File: src/rtl/parsed_meta_queue_if.sv
// Parser metadata record type and the parser-to-classifier handshake bundle
// that the metadata queue sits on.
package parser_pkg;
   typedef struct packed {
      logic        is_ipv4;
      logic        is_ipv6;
      logic        is_tcp;
      logic        is_udp;
      logic [7:0]  ip_proto;
      logic [15:0] l4_src_port;
      logic [15:0] l4_dst_port;
   } parsed_metadata_t;
endpackage

// Ingress: metadata is captured on every cycle meta_valid is high; there is no
// backpressure. Egress: m_meta transfers on a cycle where m_meta_valid and
// m_meta_ready are both high; once m_meta_valid rises, m_meta and m_meta_valid
// hold until that transfer, and m_meta_ready never reaches them combinationally.
interface parsed_meta_queue_if;
   import parser_pkg::*;

   parsed_metadata_t metadata;
   logic             meta_valid;
   parsed_metadata_t m_meta;
   logic             m_meta_valid;
   logic             m_meta_ready;

   modport slave (
      input  metadata,
      input  meta_valid,
      input  m_meta_ready,
      output m_meta,
      output m_meta_valid
   );

   modport master (
      output metadata,
      output meta_valid,
      output m_meta_ready,
      input  m_meta,
      input  m_meta_valid
   );
endinterface

File: src/rtl/parsed_meta_queue.sv
// First-word-fall-through queue for parser metadata, with overflow drop
// counting and per-protocol accepted-record statistics.
module parsed_meta_queue
   import parser_pkg::*;
#(
   parameter int DEPTH    = 8,
   parameter int AFULL_TH = 6,
   parameter int CNT_W    = 16
) (
   input  logic                    aclk,
   input  logic                    aresetn,
   parsed_meta_queue_if.slave      q,
   output logic [$clog2(DEPTH):0]  occupancy,
   output logic                    almost_full,
   input  logic                    clear_stats,
   output logic [CNT_W-1:0]        drop_count,
   output logic [CNT_W-1:0]        ipv4_count,
   output logic [CNT_W-1:0]        ipv6_count
);

   localparam int PTR_W = $clog2(DEPTH);
   localparam int OCC_W = PTR_W + 1;
   localparam logic [OCC_W-1:0] FULL_OCC  = OCC_W'(DEPTH);
   localparam logic [OCC_W-1:0] AFULL_OCC = OCC_W'(AFULL_TH);
   localparam logic [OCC_W-1:0] OCC_ONE   = OCC_W'(1);
   localparam logic [PTR_W-1:0] PTR_ONE   = PTR_W'(1);
   localparam logic [CNT_W-1:0] CNT_ONE   = CNT_W'(1);
   localparam logic [CNT_W-1:0] CNT_MAX   = '1;

   parsed_metadata_t mem_q [DEPTH];
   parsed_metadata_t mem_d [DEPTH];

   logic [PTR_W-1:0] wr_ptr_q, wr_ptr_d;
   logic [PTR_W-1:0] rd_ptr_q, rd_ptr_d;
   logic [OCC_W-1:0] occ_q, occ_d;
   logic             afull_q, afull_d;
   logic [CNT_W-1:0] drop_q, drop_d;
   logic [CNT_W-1:0] v4_q, v4_d;
   logic [CNT_W-1:0] v6_q, v6_d;

   logic pop;
   logic push;
   logic full;

   always_comb begin
      pop      = (occ_q != '0) && q.m_meta_ready;
      full     = (occ_q == FULL_OCC);
      // When full, a same-cycle pop frees the slot the write pointer aims at.
      push     = q.meta_valid && (!full || pop);

      mem_d    = mem_q;
      wr_ptr_d = wr_ptr_q;
      rd_ptr_d = rd_ptr_q;
      occ_d    = occ_q;
      drop_d   = drop_q;
      v4_d     = v4_q;
      v6_d     = v6_q;

      if (push) begin
         mem_d[wr_ptr_q] = q.metadata;
         wr_ptr_d        = wr_ptr_q + PTR_ONE;
      end
      if (pop) begin
         rd_ptr_d = rd_ptr_q + PTR_ONE;
      end

      case ({push, pop})
         2'b10:   occ_d = occ_q + OCC_ONE;
         2'b01:   occ_d = occ_q - OCC_ONE;
         default: occ_d = occ_q;
      endcase
      afull_d = (occ_d >= AFULL_OCC);

      if (q.meta_valid && !push && (drop_q != CNT_MAX)) drop_d = drop_q + CNT_ONE;
      if (push && q.metadata.is_ipv4 && (v4_q != CNT_MAX)) v4_d = v4_q + CNT_ONE;
      if (push && q.metadata.is_ipv6 && (v6_q != CNT_MAX)) v6_d = v6_q + CNT_ONE;

      // Clear overrides any increment landing in the same cycle.
      if (clear_stats) begin
         drop_d = '0;
         v4_d   = '0;
         v6_d   = '0;
      end
   end

   always_ff @(posedge aclk or negedge aresetn) begin
      if (!aresetn) begin
         wr_ptr_q <= '0;
         rd_ptr_q <= '0;
         occ_q    <= '0;
         afull_q  <= 1'b0;
         drop_q   <= '0;
         v4_q     <= '0;
         v6_q     <= '0;
      end else begin
         wr_ptr_q <= wr_ptr_d;
         rd_ptr_q <= rd_ptr_d;
         occ_q    <= occ_d;
         afull_q  <= afull_d;
         drop_q   <= drop_d;
         v4_q     <= v4_d;
         v6_q     <= v6_d;
      end
   end

   // Storage carries no reset; entries are only observable behind m_meta_valid.
   always_ff @(posedge aclk) begin
      mem_q <= mem_d;
   end

   assign q.m_meta       = mem_q[rd_ptr_q];
   assign q.m_meta_valid = (occ_q != '0);
   assign occupancy      = occ_q;
   assign almost_full    = afull_q;
   assign drop_count     = drop_q;
   assign ipv4_count     = v4_q;
   assign ipv6_count     = v6_q;

endmodule

File: src/flat_wrapper.sv
// flat-port wrapper written by rule: the top's interface ports become plain ports
module parsed_meta_queue_flat import parser_pkg::*;
#(
   parameter int DEPTH    = 8,
   parameter int AFULL_TH = 6,
   parameter int CNT_W    = 16
)
  (aclk, aresetn, occupancy, almost_full, clear_stats, drop_count, ipv4_count, ipv6_count, q_metadata, q_meta_valid, q_m_meta_ready, q_m_meta, q_m_meta_valid);
  parsed_meta_queue_if q_i ();
  input  logic aclk;
  input  logic aresetn;
  output logic [$clog2(DEPTH):0] occupancy;
  output logic almost_full;
  input  logic clear_stats;
  output logic [CNT_W-1:0] drop_count;
  output logic [CNT_W-1:0] ipv4_count;
  output logic [CNT_W-1:0] ipv6_count;
  input wire logic [$bits(q_i.metadata)-1:0] q_metadata;
  input wire logic [$bits(q_i.meta_valid)-1:0] q_meta_valid;
  input wire logic [$bits(q_i.m_meta_ready)-1:0] q_m_meta_ready;
  output wire logic [$bits(q_i.m_meta)-1:0] q_m_meta;
  output wire logic [$bits(q_i.m_meta_valid)-1:0] q_m_meta_valid;
  assign q_i.metadata = q_metadata;
  assign q_i.meta_valid = q_meta_valid;
  assign q_i.m_meta_ready = q_m_meta_ready;
  assign q_m_meta = q_i.m_meta;
  assign q_m_meta_valid = q_i.m_meta_valid;
  parsed_meta_queue #(.DEPTH(DEPTH), .AFULL_TH(AFULL_TH), .CNT_W(CNT_W)) u_core (.aclk(aclk), .aresetn(aresetn), .q(q_i), .occupancy(occupancy), .almost_full(almost_full), .clear_stats(clear_stats), .drop_count(drop_count), .ipv4_count(ipv4_count), .ipv6_count(ipv6_count));
endmodule
File: config.mk
export PLATFORM = sky130hd
export DESIGN_NAME = parsed_meta_queue_flat
export DESIGN_NICKNAME = d
export VERILOG_FILES = /design/src/rtl/parsed_meta_queue_if.sv /design/src/rtl/parsed_meta_queue.sv /design/src/flat_wrapper.sv
export SDC_FILE = /design/constraint.sdc
export NUM_CORES = 1
export LEC_CHECK = 0
export CAP_MARGIN = 15
export CORE_ASPECT_RATIO = 0.5
export CORE_MARGIN = 3
export CORE_UTILIZATION = 57
export DETAILED_ROUTE_END_ITERATION = 6
export HOLD_SLACK_MARGIN = 0.15
export PLACE_DENSITY_LB_ADDON = 0.3
export SLEW_MARGIN = 30
export SYNTH_ARGS = -nofsm -noshare
export SYNTH_HDL_FRONTEND = slang
export SYNTH_SLANG_ARGS = --single-unit
File: constraint.sdc
create_clock -name aclk -period 7.4 [get_ports aclk]
set_clock_uncertainty 0.05 [all_clocks]
set_input_delay 0.74 -clock aclk [delete_from_list [all_inputs] [get_ports aclk]]
set_output_delay 0.74 -clock aclk [all_outputs]
set_load 0.01 [all_outputs]
==> results.yml <==
critical_path:
  crit_fanout: 34
  critPathMaxStageDelay_ns: 0.68
  crit_arrival_ns: 3.45
  cp_top_family: "buffers and inverters"
  cp_cell_sequence: "buf_12, buf_4, mux4_2, mux2_2, clkdlybuf4s50_1"
  cp.buffers_inverters: 3
  required_ns: 6.61
  slowest_stage: "dfrtp_4"
  critPathCaptureType: "output pin"
  startpoint_type: "flop"
  path_class: "reg -> out"
detailed_routing:
  drtAntennaViolNets: 0
  drt_wl_total_mm: 32.06
  drcViolationCount: 0
  route.vias.total: 8372
  drt_iter0_drc: 588
  routedWlPerCell_um: 22.54
  routed_via_density: 5.887
  dr.pass1.iters: 4
placement:
  gp_congestion: 0.7904
  dpl.hpwl_mm: 17.60
  numPlacedInstances: 1357
  portBuffers: 146
  dpl_cell_area_mm2: 0.01838
sta:
  setup_viol: 0
  fin_crit_sh_pct: 57.33
  setup_tns_ns: 0
  slew_headroom_pct: 48.40
  whs_ns: 0.3091
  rsz0062_at_grt: "no"
  tightest_slew_ns: 0.7741
  finalMaxSlewViolations: 0
  hold_viol_final: 0
  period_needed_ns: 4.242
  fmax_ghz: 0.2357
clocking:
  htree_levels: 2
  clock_sinks: 411
  clk_latency_ns: 0.52
  numCtsBuffers: 35
  cts_resized: 0
  clk_pin_slew_worst_paths_ns: 0.07
  tritoncts: "built"
  post-cts-setup-buffers: 0
  holdBufCountCts: 0
  clockRootBuffer: "clkbuf_16"
  cts_buffer_depth: 3
power:
  irDropWorstVdd_mv: 0.1896
  seq_power_share_pct: 43.4
  power_frac_comb_pct: 30.3
  leakagePower_nw: 6.441
  switching_share_pct: 27.52
  pwr_density_cell_mw_per_mm2: 356.3
  p_int_mw: 5.040
  switching_power_mw: 1.914
  clock_power_share_pct: 26.3
final_layout:
  layout.cells.non_filler: 1422
  regArea_mm2: 0.01206
  stdcell_area_mm2: 0.01952
  fin_util_pct: 69.62
  fillerInstances: 1720
  multiInputGateArea_mm2: 0.004203
  drive_gt1_share_pct: 21.37
  final_nets: 1070
  area_growth_pct: 19.01
global_routing:
  grt_usage_pct: 21.56
  grt_max_degree: 72
  first_global_vias: 8766
  antenna_found_initial: 2
  grt_overflow_total: 0
  grt_pass1_wl_mm: 50.94
worst_hold_path:
  hold_path.class: "in -> async"
floorplanning:
  rows: 43
  io_pins: 147
  core_mm2: 0.02803
  die-width_um: 245.9
  start_util_pct: 58.51
  die_area_mm2: 0.03097
  die_h_um: 125.9
logic_synthesis:
  syn_inst: 849
  yosys_warnings: 0
  netlist-cell-type-count: 49
  ys_ff_latch: 411
  synth_area_mm2: 0.01640
  synth_fp_nets: 907
  avgSynthCellArea_um2: 19.32
  synth_seq_area_share_pct: 73.46
run_status:
  status: "completed"
job:
  maxCapViolations: 0
==> per-layer routing <==
layer	up-vias	wire length, µm	global-route usage, %
met3	44	1869	4.447
met4	2	566	5.442
met5	-	12	0
met2	248	16020	34.70
li1	3729	-	-
met1	4349	13590	30.92
==> through the flow <==
step	setup slack, ns	power (mW)
floorplan	1.256	4.332
global placement	3.260	5.134
detailed placement	3.656	5.201
CTS	3.053	7.057
global route	2.931	7.274
finish	3.158	6.954
==> power groups by stage <==
stage                     logic (mW)  clock network, mW  registers (mW)
after floorplan                 1.34                  0            2.99
after global placement          2.03                  0            3.11
after detailed placement        2.13                  0            3.07
after CTS                       2.16               1.87            3.02
after global routing            2.26               1.96            3.05
final                           2.11               1.83            3.02
==> cells in the mapped netlist, drive strengths merged <==
cell,n,area [µm²]
nand4,13,81.33
nor2,53,198.9
o21ai,7,35.03
a311oi,1,8.760
fa,1,20.02
inv,9,33.78
ha,8,100.1
nand3,14,70.07
xnor2,30,262.8
o2111ai,1,8.760
and3,8,50.05
or3,4,25.02
buf,14,75.07
nand2,22,82.58
mux2i,4,40.04
dfrtp,59,1476
clkbuf,23,86.33
xor2,13,113.9
clkinv,1,3.750
nor4,13,102.6
mux4,88,1982
and2,4,25.02
mux2,47,529.3
edfxtp,352,10570
nor3,14,81.33
o31ai,1,7.510
nor4b,4,41.29
nand3b,1,7.510
and4bb,1,12.51
a211oi,3,22.52
and4,1,8.760
o211ai,7,57.55
a21o,4,30.03
nor3b,3,22.52
nand2b,4,25.02
or4,1,7.510
a21oi,8,40.04
nor2b,2,12.51
or2,5,31.28
a41o,1,10.01
==> cells by family (layout without fill, tap and decap cells) <==
logic type	after synthesis	after routing	synth area share, %
DFF	411	411	73.46
and+or+nand+nor	167	167	5.402
muxes	139	139	15.56
buffers and inverters	47	237	1.213
xor gates and xnor gates	43	43	2.296
AOI/OAI and AO/OA	33	33	1.343
adders and majority gates	9	9	0.7325
other	0	1	0
==> cell usage in the layout, fill, tap and decap left out, types with 10 or more instances in the layout <==
cell type / n
dfrtp_1: 56
mux2_2: 47
buf_4: 14
clkdlybuf4s50_1: 145
edfxtp_1: 352
nand2_1: 22
xnor2_1: 30
xor2_1: 13
nand4_1: 13
nand3_1: 14
clkinv_1: 11
nor2_1: 50
mux4_2: 88
clkbuf_16: 35
nor4_1: 10
==> registers in the layout, summed over array words and instances, names as in the netlist <==
register	cells
u_core.occupancy	4
u_core.ipv4_count	16
u_core.drop_count	16
u_core.wr_ptr_q	3
u_core.mem_q	352
u_core.rd_ptr_q	3
u_core.ipv6_count	16
u_core.almost_full	1
==> area by class of cell <==
class / instances / area share (%)
Sequential cell: 411 / 61.77
Inverter: 10 / 0.1923
Clock inverter: 22 / 1.103
Antenna cell: 1 / 0.01282
Multi-Input combinational cell: 391 / 21.53
Tap cell: 382 / 2.449
Timing Repair Buffer: 163 / 8.264
Clock buffer: 42 / 4.674
==> path summary, 6_finish.rpt <==
kind / depth (start not counted) / to / slack (ns) / start
max: 5 / q_m_meta[5] / 3.16 / u_core.rd_ptr_q[0]
min: 2 / u_core.ipv6_count[0] / 0.31 / aresetn
max reg2reg: 11 / u_core.almost_full / 4.19 / u_core.occupancy[0]
min reg2reg: 1 / u_core.occupancy[0] / 0.50 / u_core.occupancy[0]
max in group asynchronous: 2 / u_core.rd_ptr_q[0] / 6.39 / aresetn
min in group aclk: 1 / u_core.occupancy[0] / 0.50 / u_core.occupancy[0]
Note: power is estimated with default switching activity, not from simulation.
